[src/rtl/time_set_ctrl.sv]
// Edit sequencer for clock/alarm time: IDLE -> SET_HH -> SET_MM -> SET_SS -> COMMIT -> IDLE.
// Every output is a register loaded from next-state values, so a button that is sampled at edge k is visible right after edge k.
module time_set_ctrl #(
  parameter int TIMEOUT_S = 10
) (
  input  logic        clk,
  input  logic        reset,
  input  logic        btn_mode,
  input  logic        btn_up,
  input  logic        btn_down,
  input  logic        target_sel,
  input  logic        tick_1hz,
  input  logic [16:0] cur_time,
  input  logic [16:0] alarm_time,
  output logic [16:0] disp_time,
  output logic [2:0]  blink_mask,
  output logic        editing,
  output logic [16:0] new_time,
  output logic        load_time,
  output logic        load_alarm
);

  localparam int CW = (TIMEOUT_S < 1) ? 1 : $clog2(TIMEOUT_S + 1);
  localparam logic [CW-1:0] TO_CNT = CW'(TIMEOUT_S);

  typedef enum logic [2:0] {
    S_IDLE,
    S_SET_HH,
    S_SET_MM,
    S_SET_SS,
    S_COMMIT
  } state_t;

  state_t        r_state, w_state_nx;
  logic [16:0]   r_edit, w_edit_nx;
  logic          r_tgt, w_tgt_nx;
  logic [CW-1:0] r_idle_cnt;

  logic [16:0] r_disp, r_new;
  logic [2:0]  r_blink;
  logic        r_editing, r_load_time, r_load_alarm;

  logic [16:0] w_src, w_src_clean;
  logic [4:0]  w_hh;
  logic [5:0]  w_mm, w_ss;
  logic        w_any_btn, w_up, w_dn, w_in_set, w_timeout;

  assign w_src = target_sel ? alarm_time : cur_time;
  assign w_src_clean = {(w_src[16:12] > 5'd23) ? 5'd0 : w_src[16:12],
                        (w_src[11:6]  > 6'd59) ? 6'd0 : w_src[11:6],
                        (w_src[5:0]   > 6'd59) ? 6'd0 : w_src[5:0]};

  assign w_hh = r_edit[16:12];
  assign w_mm = r_edit[11:6];
  assign w_ss = r_edit[5:0];

  // mode beats up/down, and up+down together cancel out
  assign w_any_btn = btn_mode | btn_up | btn_down;
  assign w_up      = btn_up & ~btn_down & ~btn_mode;
  assign w_dn      = btn_down & ~btn_up & ~btn_mode;
  assign w_in_set  = (r_state == S_SET_HH) || (r_state == S_SET_MM) || (r_state == S_SET_SS);
  assign w_timeout = w_in_set && (r_idle_cnt == TO_CNT) && !w_any_btn;

  always_ff @(posedge clk or posedge reset) begin
    if (reset) begin
      r_state <= S_IDLE;
      r_edit  <= '0;
      r_tgt   <= 1'b0;
    end else begin
      r_state <= w_state_nx;
      r_edit  <= w_edit_nx;
      r_tgt   <= w_tgt_nx;
    end
  end

  always_comb begin
    w_state_nx = r_state;
    w_edit_nx  = r_edit;
    w_tgt_nx   = r_tgt;
    case (r_state)
      S_IDLE: begin
        if (btn_mode) begin
          w_state_nx = S_SET_HH;
          w_tgt_nx   = target_sel;
          w_edit_nx  = w_src_clean;
        end
      end
      S_SET_HH: begin
        if (btn_mode)       w_state_nx = S_SET_MM;
        else if (w_timeout) w_state_nx = S_IDLE;
        else if (w_up)      w_edit_nx[16:12] = (w_hh == 5'd23) ? 5'd0 : w_hh + 5'd1;
        else if (w_dn)      w_edit_nx[16:12] = (w_hh == 5'd0) ? 5'd23 : w_hh - 5'd1;
      end
      S_SET_MM: begin
        if (btn_mode)       w_state_nx = S_SET_SS;
        else if (w_timeout) w_state_nx = S_IDLE;
        else if (w_up)      w_edit_nx[11:6] = (w_mm == 6'd59) ? 6'd0 : w_mm + 6'd1;
        else if (w_dn)      w_edit_nx[11:6] = (w_mm == 6'd0) ? 6'd59 : w_mm - 6'd1;
      end
      S_SET_SS: begin
        if (btn_mode)       w_state_nx = S_COMMIT;
        else if (w_timeout) w_state_nx = S_IDLE;
        else if (w_up)      w_edit_nx[5:0] = (w_ss == 6'd59) ? 6'd0 : w_ss + 6'd1;
        else if (w_dn)      w_edit_nx[5:0] = (w_ss == 6'd0) ? 6'd59 : w_ss - 6'd1;
      end
      S_COMMIT: w_state_nx = S_IDLE;
      default:  w_state_nx = S_IDLE;
    endcase
  end

  // Inactivity counter saturates at TIMEOUT_S; the abandon happens on the edge after it gets there
  always_ff @(posedge clk or posedge reset) begin
    if (reset) begin
      r_idle_cnt <= '0;
    end else if (!w_in_set || w_any_btn) begin
      r_idle_cnt <= '0;
    end else if (tick_1hz && (r_idle_cnt != TO_CNT)) begin
      r_idle_cnt <= r_idle_cnt + 1'b1;
    end
  end

  always_ff @(posedge clk or posedge reset) begin
    if (reset) begin
      r_disp       <= '0;
      r_new        <= '0;
      r_blink      <= 3'b000;
      r_editing    <= 1'b0;
      r_load_time  <= 1'b0;
      r_load_alarm <= 1'b0;
    end else begin
      r_disp       <= (w_state_nx == S_IDLE) ? w_src : w_edit_nx;
      r_blink      <= {w_state_nx == S_SET_HH, w_state_nx == S_SET_MM, w_state_nx == S_SET_SS};
      r_editing    <= (w_state_nx == S_SET_HH) || (w_state_nx == S_SET_MM) ||
                      (w_state_nx == S_SET_SS);
      r_load_time  <= (w_state_nx == S_COMMIT) && !w_tgt_nx;
      r_load_alarm <= (w_state_nx == S_COMMIT) && w_tgt_nx;
      if (w_state_nx == S_COMMIT) r_new <= w_edit_nx;
    end
  end

  assign disp_time  = r_disp;
  assign blink_mask = r_blink;
  assign editing    = r_editing;
  assign new_time   = r_new;
  assign load_time  = r_load_time;
  assign load_alarm = r_load_alarm;

endmodule

[config.mk]
export PLATFORM = sky130hd
export DESIGN_NAME = time_set_ctrl
export DESIGN_NICKNAME = d
export VERILOG_FILES = /design/src/rtl/time_set_ctrl.sv
export SDC_FILE = /design/constraint.sdc
export NUM_CORES = 1
export LEC_CHECK = 0
export ABC_AREA = 1
export BUFFER_PORTS_ARGS = -buffer_cell sky130_fd_sc_hd__buf_2
export CAP_MARGIN = 5
export CORE_ASPECT_RATIO = 1.1
export CORE_MARGIN = 3
export CORE_UTILIZATION = 35
export CTS_CLUSTER_SIZE = 25
export DETAILED_ROUTE_END_ITERATION = 8
export SETUP_SLACK_MARGIN = 0.3
export SYNTH_ARGS = -nofsm -noshare
export SYNTH_HDL_FRONTEND = slang
export SYNTH_SLANG_ARGS = --single-unit
[constraint.sdc]
create_clock -name clk -period 1.7 [get_ports clk]
set_input_delay 0.255 -clock clk [delete_from_list [all_inputs] [get_ports clk]]
set_output_delay 0.255 -clock clk [all_outputs]
set_load 0.01 [all_outputs]
# == Word-level counts from Yosys, hierarchy flattened ==
# Cells that the tools add are included.
# totals
elab_cells,97
reg_bits,65
# classes
addsub,7
eq_ne,12
n_reduce_logical,19
mux,37
order_cmp,3
n_bitwise,9
# op_table
op,count
6-bit two-way mux,14
17-bit two-way mux,3
5-bit two-way mux,7
6-bit one-hot mux with 2 select lines,2
3-bit two-way mux,5
6-bit by 1-bit adder with 6-bit output (second input constant),2
3-bit by 2-bit == test with 1-bit output (second input constant),4
6-bit == test (second input constant),2
6-bit > comparator (second input constant),2
6-bit logical NOT,2
3-bit one-hot mux with 4 select lines,1
6-bit by 1-bit subtractor with 6-bit output (second input constant),2
5-bit one-hot mux with 2 select lines,1
4-bit two-way mux,2
3-bit by 1-bit == test with 1-bit output (second input constant),2
3-bit logical NOT,2
5-bit by 1-bit adder with 5-bit output (second input constant),1
5-bit == test (second input constant),1
5-bit > comparator (second input constant),1
1-bit logical AND,5
5-bit logical NOT,1
1-bit logical OR,5
5-bit by 1-bit subtractor with 5-bit output (second input constant),1
4-bit by 1-bit adder with 4-bit output (second input constant),1
9 further kinds,18

# == Longest topological paths before layout ==
# depth
depth_word,11
mapped_depth,13

# == Worst setup path after synthesis ==
# OpenSTA, ideal clock, no wires.
# synth_path
path_type,register -> register
startpoint,reg r_idle_cnt[0]
endpoint,"reg r_disp[3], in the netlist disp_time[3]"
stages_incl_launch_ff,13
period_less_slack_ns,1.527
setup_ns,0.116
n_path_buf,1
required_time_ns,1.584
slack_ns,0.173
t_arrival_ns,1.411
path_cell_list,dfrtp_1 -> inv_1 -> ha_1 -> nand2_1 -> nor2_1 -> nand3_2 -> nand2_1 -> nand2_1 -> nand3_2 -> nand2_4 -> buf_4 -> nand2_1 -> nand2_1
# synth_between
elab_chain_len,8
# synth_lines
item,line,source
"start, declared",37,logic [CW-1:0] r_idle_cnt;
"start signal, assigned",118,r_idle_cnt <= r_idle_cnt + 1'b1;
4-bit == test *,62,assign w_timeout = w_in_set && (r_idle_cnt == TO_CNT) && !w_any_btn;
1-bit logical AND * (2 in series),62,
3-bit two-way mux,"90, 96, 102",
3-bit two-way mux (on tied branches),"101, 89, 95",
3-bit one-hot mux with 4 select lines,80,case (r_state)
3-bit logical NOT,131,r_disp <= (w_state_nx == S_IDLE) ? w_src : w_edit_nx;
17-bit two-way mux *,131,
"end signal, assigned",131,
"end, declared",39,"logic [16:0] r_disp, r_new;"
# Every way passes the cells marked *; elsewhere a longest branch is shown, timed or not.
# A chain may end at the register's enable or synchronous reset.

# == Worst setup path in the final report ==
# layout_path
startpoint,reg r_state[1]
endpoint,"reg r_disp[7], in the netlist disp_time[7]"
# layout_between
elab_chain_len,10
# layout_lines
item,line,source
"start, declared",34,"state_t r_state, w_state_nx;"
"start signal, assigned",70,r_state <= w_state_nx;
3-bit by 1-bit == test with 1-bit output or 3-bit by 2-bit == test with 1-bit output (tied branches),"61, 80",
1-bit logical OR (2 in series),61,assign w_in_set = (r_state == S_SET_HH) || (r_state == S_SET_MM) || (r_state == S_SET_SS);
1-bit logical AND (2 in series),62,
3-bit two-way mux,"90, 96, 102",
3-bit two-way mux (on tied branches),"101, 89, 95",
3-bit one-hot mux with 4 select lines,80,
3-bit logical NOT,131,
17-bit two-way mux *,131,
# Marks and branches as above.

==> results.tsv <==
metric	value	unit
clock network power share	13.7	%
I/O pin count	81	
combinational share of power	63.2	%
post-synth net total	628	
Pleak	3.31	nW
Worst Setup End Kind	register	
Worst Path Max Fanout	6	
GR Overflow Total	0	
register-to-register setup slack	0.02	ns
Top FF cell, synth	dfrtp_1	
die footprint	0.0130	mm2
clock sink total	65	
Yosys top cell area share	40.0	%
GP Congestion	0.892	
Mapped Area	0.00407	mm2
fmax	0.595	GHz
Post-synth top cells	nand2_1 (228), dfrtp_1 (65), nand3_1 (60)	
DR vias/cell	5.26	
Syn. warnings	0	
first-pass GRT wire length	22000	um
WS Path Type	register to register	
synth top area cells	dfrtp_1 (40%), nand2_1 (21%), nand3_1 (7.4%)	
worst-case clock buffer depth	2	
final core occ	58.9	%
Buf/Inv on CP	2	
Final Max Slew Viols	0	
worst endpoint required time	1.92	ns
total wire length	15100	um
fin nets	801	
WP data arrival	1.90	ns
worst min path class	input port to async pin	
CTS Buf Count	9	
GR Util All Layers	21.6	%
PwrDens	1860	mW/mm2
pin count of the biggest net entering global routing	66	
Rows	40	
Max VDD drop	743	uV
drt pass-1 iters	7	
initial DRC count	361	
IO Port Bufs	80	
DP Wirelength	8890	um
filler instances	881	
switching share of power	46.1	%
die span in y	119	um
Diodes inserted	0	
status	completed	
Mean Syn Cell Area	7.04	um2
TritonCTS clock tree	done	
Layout area overhead	61.4	%
fin crit period	1.68	ns
critical path's top delay family	simple AND/OR/NAND/NOR gates	
clock skew	0.00672	ns
Die Wd	109	um
post-synthesis sequential element count	65	
Final Hold Vio Count	0	
most numerous cell in the Yosys netlist	nand2_1	
layout cells sized above 1	49.9	%
vias	4743	
Post-synth ARST share	100	%
Reg power frac	23.1	%
drt wl/cell	16.7	um
Int Pwr	6.59	mW
Yosys cell types	39	
CTS H-tree lvls	3	
clock latency on the worst-skew pair	0.34	ns
residual DRC count	0	
Clock Pin Slew Worst Setup and Hold Paths	0.05	ns
area leader, netlist	dfrtp_1	
root buffer cell	clkbuf_16	
Startpoint Class	register	
Slowest-stage cell, CP	dfrtp_2	
hold_buf cts	0	
relative slew slack	68.4	%
vias in the first global route	4563	
crit-path cells	nor2_4 -> nor2_2 -> nand3_4 -> nand2_4 -> nand2_4 -> nand3_4 -> nand2_8 -> buf_8 -> clkinv_8 -> nand2_4 -> o21ai_4	
Crit path largest cell delay	0.47	ns
number of flops mapped to enable cells by yosys	0	
antenna violations before repair	0	
max-cap violations	0	
Design Power	12.2	mW
critical path's most frequent cell	nand2_4	
crit share post-route	98.8	%
worst slew pin tran	0.472	ns
post-route ant nets	0	
register area share after synthesis	40.0	%
core box area	0.0112	mm2
setup TNS	0	ns
RSZ-0062 raised after global routing	yes	
Gate Count Post-Synth	578	
Initial Utilization	36.5	%
final setup vio count	0	
switching power	5.63	mW
per-layer routing:
layer | share of wire, % | GRT usage (%)
met1 | 38 | 26.1
met2 | 50 | 36.7
met3 | 6.6 | 3.58
met4 | 5.1 | 10.5
met5 | 0 | 0
power groups by stage:
stage	registers (mW)	clock network, mW	logic, mW
floorplan	2.79	0	2.81
global placement	2.69	0	4.48
detailed placement	2.70	0	4.50
CTS	2.73	1.69	6.09
global route	2.89	1.75	8.25
finish	2.83	1.67	7.72
cells by family after synthesis:
group / after synthesis / share of synthesized area, %
AO/OA/AOI/OAI: 58 / 8.21
adder cells (fa/ha/maj): 9 / 2.77
AND/OR/NAND/NOR: 360 / 38.5
buffers and inverters: 81 / 9.53
flip-flops: 65 / 40.0
XOR/XNOR: 5 / 1.08
worst reg2reg max path, stage by stage, from the launching register on:
cell	delay, ns
dfrtp_2	0.47
nor2_4	0.15
nor2_2	0.06
nand3_4	0.12
nand2_4	0.07
nand2_4	0.08
nand3_4	0.10
nand2_8	0.15
buf_8	0.15
clkinv_8	0.07
nand2_4	0.07
o21ai_4	0.06
cell usage in the layout, fill, tap and decap left out, types with 4 or more instances in the layout:
cell type / Yosys / final
nand2_1: 228 / 182
buf_2: 5 / 80
buf_4: 5 / 62
dfrtp_1: 65 / 58
nand2_2: 5 / 37
inv_1: 57 / 36
nand3_1: 60 / 32
buf_6: 5 / 27
nand3_2: 5 / 26
inv_2: 5 / 18
nor2_4: 1 / 16
nor2_1: 35 / 16
nand2_4: 1 / 13
o21ai_0: 24 / 12
o21ai_1: 7 / 9
o21ai_2: 1 / 9
clkbuf_16: 0 / 9
nor2_2: 4 / 8
a21oi_1: 12 / 8
nand4_1: 7 / 7
nand3_4: 0 / 7
ha_4: 0 / 7
dfrtp_2: 0 / 7
inv_4: 0 / 6
xor2_1: 5 / 5
clkinv_2: 0 / 5
nor3_4: 2 / 4
a21oi_4: 0 / 4
buf_12: 1 / 4
metrics by stage:
stage / setup WS, ns / hold WS (ns) / std cells / area (um2)
3_3_place_gp: 0.0333 / 0.370 / 827 / 4880
6_report: 0.0207 / 0.00886 / 902 / 6570
2_1_floorplan: 0.185 / 0.393 / 578 / 4110
5_1_grt: -0.0483 / 0.0571 / 902 / 6570
4_1_cts: 0.101 / 0.0223 / 883 / 5910
3_5_place_dp: 0.00491 / 0.379 / 827 / 4880
cell type report:
type,count,area [um2],area share (%)
clock buffer,11,243,3.70
clock inverter,4,20.0,0.305
inverter,63,272,4.13
multi-input combinational,432,2860,43.5
sequential,65,1640,24.9
tap,147,184,2.80
timing repair buffer,177,1320,20.1
timing repair inverter,3,33.8,0.514
repair_timing:
item                       CTS  global route
pin swaps                   44            62
cloned                       5             0
gates resized for setup    134           132
setup endpoints to repair   59            63
buffers inserted            36            19
flip-flops by register name, summed over array words and instances (netlist names):
signal      count
new_time       17
r_edit         17
r_state         3
load_time       1
r_tgt           1
editing         1
r_idle_cnt      4
load_alarm      1
disp_time      17
blink_mask      3
worst paths after layout:
path,start,endpoint,depth (start not counted)
max reg2reg,r_state[1],disp_time[7],11
min,reset,load_alarm,3
max,r_state[1],disp_time[7],11
min in group clk,cur_time[1],disp_time[1],5
max in group asynchronous,reset,r_edit[14],3
min reg2reg,new_time[0],new_time[0],2
Power figures use the tool's default switching activity.
